`src/rtl/vip_pkg.sv`:
```
// vip_pkg: luma coefficients, output levels, update FSM states and RGB565 luma helpers.
package vip_pkg;
    localparam logic [7:0]  COEF_R = 8'd77;
    localparam logic [7:0]  COEF_G = 8'd150;
    localparam logic [7:0]  COEF_B = 8'd29;
    localparam logic [15:0] BLACK  = 16'h0000;
    localparam logic [15:0] WHITE  = 16'hFFFF;
    typedef enum logic [1:0] {ACC, MUL, CLAMP} state_t;
    function automatic logic [47:0] weigh(input logic [15:0] p);
        return {16'(COEF_R) * 16'({p[15:11], p[15:13]}),
                16'(COEF_G) * 16'({p[10:5], p[10:9]}),
                16'(COEF_B) * 16'({p[4:0], p[4:2]})};
    endfunction
    function automatic logic [7:0] luma_sum(input logic [47:0] w);
        logic [15:0] s;
        s = w[47:32] + w[31:16] + w[15:0];
        return s[15:8];
    endfunction
endpackage

```
`src/rtl/rgb565_to_gray.sv`:
```
// rgb565_to_gray: two-stage RGB565 to 8-bit luma pipeline (weigh, then sum and shift).
module rgb565_to_gray
    import vip_pkg::*;
(
    input  logic        clk,
    input  logic        rst,
    input  logic        in_valid,
    input  logic [15:0] rgb,
    output logic        out_valid,
    output logic [7:0]  y
);
    logic [47:0] w_q, w_d;
    logic [7:0]  y_q, y_d;
    logic [1:0]  v_q, v_d;
    always_comb begin
        w_d = weigh(rgb);
        y_d = luma_sum(w_q);
        v_d = {v_q[0], in_valid};
    end
    always_ff @(posedge clk or posedge rst) begin
        if (rst) begin
            w_q <= '0;
            y_q <= '0;
            v_q <= '0;
        end else begin
            w_q <= w_d;
            y_q <= y_d;
            v_q <= v_d;
        end
    end
    assign out_valid = v_q[1];
    assign y         = y_q;
endmodule

```
`src/rtl/vip_adaptive_binarization.sv`:
```
// vip_adaptive_binarization: binarizes RGB565 pixels against the previous frame's mean luma.
module vip_adaptive_binarization
    import vip_pkg::*;
#(
    parameter int unsigned       EXP_PIXELS = 921600,
    parameter logic [31:0]       RECIP      = 32'd4660,
    parameter logic [7:0]        INIT_THR   = 8'd128,
    parameter logic signed [8:0] THR_OFFSET = 9'sd0
) (
    input  logic        clk,
    input  logic        rst,
    input  logic        pre_frame_vsync,
    input  logic        pre_frame_href,
    input  logic        pre_frame_de,
    input  logic [15:0] pre_rgb,
    input  logic        mode_fixed,
    input  logic [7:0]  fixed_thr,
    output logic        post_frame_vsync,
    output logic        post_frame_href,
    output logic        post_frame_de,
    output logic [15:0] post_rgb,
    output logic [7:0]  cur_thr,
    output logic        frame_err
);
    logic [2:0]        vs_q, vs_d, hr_q, hr_d, de_q, de_d;
    logic              vs_prev_q, vs_prev_d, err_q, err_d;
    logic [15:0]       rgb_q, rgb_d;
    logic [7:0]        thr_q, thr_d, y, y_in, mean;
    logic [27:0]       sum_q, sum_d, snap_q, snap_d, prod_q, prod_d, base_sum;
    logic [19:0]       cnt_q, cnt_d, base_cnt;
    logic [28:0]       acc;
    logic signed [9:0] t;
    logic              y_valid, edge_s;
    state_t            st_q, st_d;
    rgb565_to_gray u_gray (
        .clk       (clk),
        .rst       (rst),
        .in_valid  (pre_frame_de),
        .rgb       (pre_rgb),
        .out_valid (y_valid),
        .y         (y)
    );
    always_comb begin
        edge_s    = pre_frame_vsync & ~vs_prev_q;
        vs_prev_d = pre_frame_vsync;
        vs_d      = {vs_q[1:0], pre_frame_vsync};
        hr_d      = {hr_q[1:0], pre_frame_href};
        de_d      = {de_q[1:0], pre_frame_de};
        rgb_d     = (y_valid && y > (mode_fixed ? fixed_thr : thr_q)) ? WHITE : BLACK;
        // accumulation uses a direct luma of the input so a same-cycle pixel lands in the new frame
        y_in      = luma_sum(weigh(pre_rgb));
        base_sum  = edge_s ? 28'd0 : sum_q;
        base_cnt  = edge_s ? 20'd0 : cnt_q;
        acc       = {1'b0, base_sum} + {21'd0, y_in};
        sum_d     = pre_frame_de ? (acc[28] ? {28{1'b1}} : acc[27:0]) : base_sum;
        cnt_d     = (pre_frame_de && ~&base_cnt) ? base_cnt + 20'd1 : base_cnt;
        snap_d    = edge_s ? sum_q : snap_q;
        err_d     = edge_s && (st_q != ACC || cnt_q != 20'(EXP_PIXELS));
        prod_d    = st_q == MUL ? 28'((60'(snap_q) * 60'(RECIP)) >> 32) : prod_q;
        mean      = |prod_q[27:8] ? 8'hFF : prod_q[7:0];
        t         = $signed({2'b00, mean}) + $signed({THR_OFFSET[8], THR_OFFSET});
        thr_d     = st_q == CLAMP ? (t[9] ? 8'd0 : t[8] ? 8'hFF : t[7:0]) : thr_q;
        st_d      = st_q == MUL ? CLAMP : st_q == CLAMP ? ACC :
                    (edge_s && cnt_q == 20'(EXP_PIXELS)) ? MUL : ACC;
    end
    always_ff @(posedge clk or posedge rst) begin
        if (rst) begin
            vs_q      <= '0;
            hr_q      <= '0;
            de_q      <= '0;
            vs_prev_q <= 1'b0;
            rgb_q     <= BLACK;
            sum_q     <= '0;
            cnt_q     <= '0;
            snap_q    <= '0;
            prod_q    <= '0;
            err_q     <= 1'b0;
            thr_q     <= INIT_THR;
            st_q      <= ACC;
        end else begin
            vs_q      <= vs_d;
            hr_q      <= hr_d;
            de_q      <= de_d;
            vs_prev_q <= vs_prev_d;
            rgb_q     <= rgb_d;
            sum_q     <= sum_d;
            cnt_q     <= cnt_d;
            snap_q    <= snap_d;
            prod_q    <= prod_d;
            err_q     <= err_d;
            thr_q     <= thr_d;
            st_q      <= st_d;
        end
    end
    assign post_frame_vsync = vs_q[2];
    assign post_frame_href  = hr_q[2];
    assign post_frame_de    = de_q[2];
    assign post_rgb         = rgb_q;
    assign cur_thr          = thr_q;
    assign frame_err        = err_q;
endmodule

```
`config.mk`:
```
export PLATFORM = sky130hd
export DESIGN_NAME = vip_adaptive_binarization
export DESIGN_NICKNAME = d
export VERILOG_FILES = /design/src/rtl/vip_pkg.sv /design/src/rtl/rgb565_to_gray.sv /design/src/rtl/vip_adaptive_binarization.sv
export SDC_FILE = /design/constraint.sdc
export NUM_CORES = 1
export LEC_CHECK = 0
export ABC_AREA = 1
export BUFFER_PORTS_ARGS = -buffer_cell sky130_fd_sc_hd__buf_2
export CAP_MARGIN = 20
export CORE_ASPECT_RATIO = 0.7
export CORE_MARGIN = 5
export CORE_UTILIZATION = 37
export CTS_BUF_LIST = sky130_fd_sc_hd__clkbuf_4
export CTS_CLUSTER_DIAMETER = 30
export CTS_CLUSTER_SIZE = 16
export DETAILED_ROUTE_END_ITERATION = 12
export PLACE_DENSITY = 0.61
export SYNTH_ARGS = -nofsm -noshare
export SYNTH_HDL_FRONTEND = slang
export SYNTH_SLANG_ARGS = --single-unit
```
`constraint.sdc`:
```
create_clock -name clk -period 5.55 [get_ports clk]
set_input_delay 1.665 -clock clk [delete_from_list [all_inputs] [get_ports clk]]
set_output_delay 1.665 -clock clk [all_outputs]
set_load 0.02 [all_outputs]
```
==> impl_metrics.toml <==
[status]
run_status = "complete, but fails checks"
violations = "negative setup slack"

[synthesis]
syn_area_mm2 = 0.0163
ys.warnings.count = 0
synth_flop_type = "dfrtp_1"
synth_enable_flop_cells = 0
synth_area_per_cell_um2 = 8.67
synthDistinctLibCells = 44
synth_area_in_adders = 0.380
async_reset_ff_frac = 1.00
syn_nets = 2334
synth-simple-area-share = 0.179
share_of_the_synthesized_area_in_compound_gates_ao_oa_aoi_oai = 0.0781
synth_top_family_by_area = "adder cells"
synthMuxAreaShare = 0.00369
ys_ff_latch = 157
ys_seq_area_frac = 0.241
synthXorXnorAreaFrac = 0.0393
syn_inst = 1879

[worst_hold_path]
worst_hold_start = "u_gray.v_q[0]$_DFF_PP0_"
hold-path-endpoint = "de_q[1]$_DFF_PP0_"
hold-path-cell-count = 0
kind_of_path_behind_the_tightest_hold_check = "reg2reg"

[clocking]
clk_transition_reported_paths_ns = 0.14
clock_tree_from_tritoncts = "done"
number_of_clock_sinks = 157
worst_skew_pair.late_latency_ns = 0.61
cts_made_buffers = 17
htree_num_levels = 4
buffer_levels_on_the_longest_clock_path = 2
ctsRootBufferMaster = "clkbuf_4"

[layout]
design.final.nets = 2598
post_route_cells_drive_above_1_share = 0.238
areaGrowthSynthToFinish_pct = 23.8
finalInstanceArea_mm2 = 0.0202

[routing]
firstDrtPassIters = 5
vias_per_cell = 4.93
total_number_of_vias = 13600
first_iter_violations = 1020
wl_per_cell_um = 15.4
remaining_drc_errors = 0
ant_nets = 0
route.final.wire_length_um = 42500

[critical_path]
timing.critical_path.required_ns = 6.05
critPathArrivalTime_ns = 7.52
timing.rr.end = "prod_q[0]$_DFFE_PP0P_"
crit_path_frequent_cell = "nand2_1"
reg2reg_from = "snap_q[18]$_DFFE_PP0P_"
cpLargestDelayFamily = "adder cells"
critical-path-max-stage-delay_ns = 0.54
critPathMaxFanout = 6
regToRegSetupSlack_ns = 0.92
slowest_stage = "fa_1"
critPathBufInv = 10
worstRegToRegCells = 13
critPathCaptureType = "flop"
startpoint_type = "input port"
criticalPathCategory = "in2reg"

[floorplan]
fp.dieW_um = 261
initial_utilization = 0.373
die-area_mm2 = 0.0484
core.rowCount = 64
ios = 58
design.core.area_mm2 = 0.0436
die_height_um = 186

[timing]
period_needed_ns = 7.02
worst_slack_ns = -1.47
clock.fmax_mhz = 142
unrepaired_setup_endpoints_after_global_routing = "yes"
part_of_the_cycle_the_worst_path_needs = 1.26
slew_violations = 0
fin_skew_ns = 0.0401
setup_viol = 29
worst-slew-pin-transition_ns = 0.970
slew-limit-headroom = 0.351
final_hold_viol_count = 0

[global_routing]
antenna_found_initial = 1
grt_start_max_net_pins = 95
grt_first_pass_wirelength_um = 68700
via_count_of_the_first_global_routing_pass = 13600
grt_overall_usage = 0.175
grt_overflow = 0

[placed_design]
detailed_place_hpwl_um = 33400
pre_cts_ws_ns = -1.99
place_area_mm2 = 0.0187
gp_routability_congestion = 0.896
buffer_ports.inserted = 57

[flow_run]
cap_viol_max_count = 0
==> cells in the mapped netlist (15+ instances only) <==
cell	n	area share
nand2_1	343	0.079
ha_1	308	0.24
inv_1	273	0.063
dfrtp_1	156	0.24
nor2_1	156	0.036
fa_1	117	0.14
a21oi_1	104	0.032
nand3_1	86	0.026
o21ai_0	68	0.021
xor2_1	54	0.029
nor3_1	28	0.0086
nand4_1	20	0.0077
xnor2_1	19	0.010
buf_4	16	0.0074
o21bai_1	15	0.0069
==> flip-flops by register name, summed over array words and instances (netlist names) <==
signal and cells:
u_gray.w_q 43, snap_q 28, sum_q 28, cnt_q 20, prod_q 9, cur_thr 8
u_gray.y 8, hr_q 3, vs_q 3, de_q 2, st_q 2, frame_err 1
post_rgb 1, u_gray.v_q 1
==> worst max-delay path by stage <==
stage / startpoint / end / slack, ns / depth (start not counted)
2_1_floorplan: pre_rgb[0] / sum_q[27]$_DFF_PP0_ / -1.33 / 36
3_3_place_gp: pre_rgb[7] / sum_q[1]$_DFF_PP0_ / -1.85 / 36
3_5_place_dp: pre_rgb[12] / sum_q[0]$_DFF_PP0_ / -1.99 / 30
4_1_cts: pre_rgb[0] / sum_q[17]$_DFF_PP0_ / -1.11 / 39
5_1_grt: pre_rgb[9] / sum_q[23]$_DFF_PP0_ / -1.62 / 39
6_report: pre_rgb[9] / sum_q[9]$_DFF_PP0_ / -1.47 / 35
==> cells by family (layout without fill, tap and decap cells) <==
| family | Yosys count | count (layout) |
|---|---|---|
| muxes | 6 | 6 |
| xor gates and xnor gates | 73 | 73 |
| buffers and inverters | 312 | 589 |
| and+or+nand+nor | 677 | 677 |
| other | 0 | 2 |
| DFF | 157 | 157 |
| AOI/OAI and AO/OA | 229 | 229 |
| adders and majority gates | 425 | 425 |
==> layer usage <==
layer | track usage | routed length, um | vias up
met5 | 0 | 0 | -
met1 | 0.276 | 22300 | 6481
met4 | 0.0310 | 686 | 0
li1 | - | - | 6676
met3 | 0.0354 | 2310 | 75
met2 | 0.248 | 17100 | 340
==> timing repair <==
| action | CTS | global route |
|---|---|---|
| gates resized for setup | 83 | 101 |
| gates cloned | 0 | 0 |
| endpoints found under the hold margin | 0 | 0 |
| hold buffers | 0 | 0 |
| pin swaps | 66 | 73 |
| setup buffers | 45 | 13 |
| setup endpoints to repair | 28 | 29 |
==> layout by cell type, fill, tap and decap left out, types with 9 or more instances in the layout <==
master	synthesis	layout
a21o_1	11	11
a21oi_1	104	73
a21oi_2	0	25
a31oi_1	11	10
buf_2	1	51
buf_4	16	214
buf_6	5	9
clkbuf_4	0	17
dfrtp_1	156	156
fa_1	117	117
ha_1	308	283
ha_4	0	22
inv_1	273	247
inv_2	3	23
nand2_1	343	311
nand2_2	5	27
nand2_4	1	11
nand3_1	86	71
nand3_2	1	14
nand4_1	20	20
nor2_1	156	148
nor2_2	7	10
nor3_1	28	22
nor4_1	11	11
o21ai_0	68	55
o21ai_2	0	9
o21bai_1	15	12
xnor2_1	19	16
xor2_1	54	48
==> area by class of cell <==
class / count / area (um^2)
fill: 4113 / 23500
multi-input combinational: 1410 / 12100
sequential: 157 / 3930
timing repair buffer: 280 / 2070
inverter: 277 / 1060
tap: 594 / 743
clock inverter: 15 / 160
clock buffer: 17 / 128
antenna: 2 / 5.00
==> through the flow <==
step / cells / util / hold WS [ns] / TNS, ns
2_1_floorplan: 1879 / - / 0.331 / -36.04
5_1_grt: 2751 / 0.462 / 0.351 / -45.30
3_3_place_gp: 2663 / 0.427 / 0.333 / -50.36
4_1_cts: 2739 / 0.450 / 0.342 / -30.78
6_report: 2752 / 0.462 / 0.340 / -41.45
3_5_place_dp: 2663 / 0.427 / 0.335 / -54.01
Power is not shown: default switching activity piles up to over one toggle a cycle in this logic, so the estimate is an artifact.
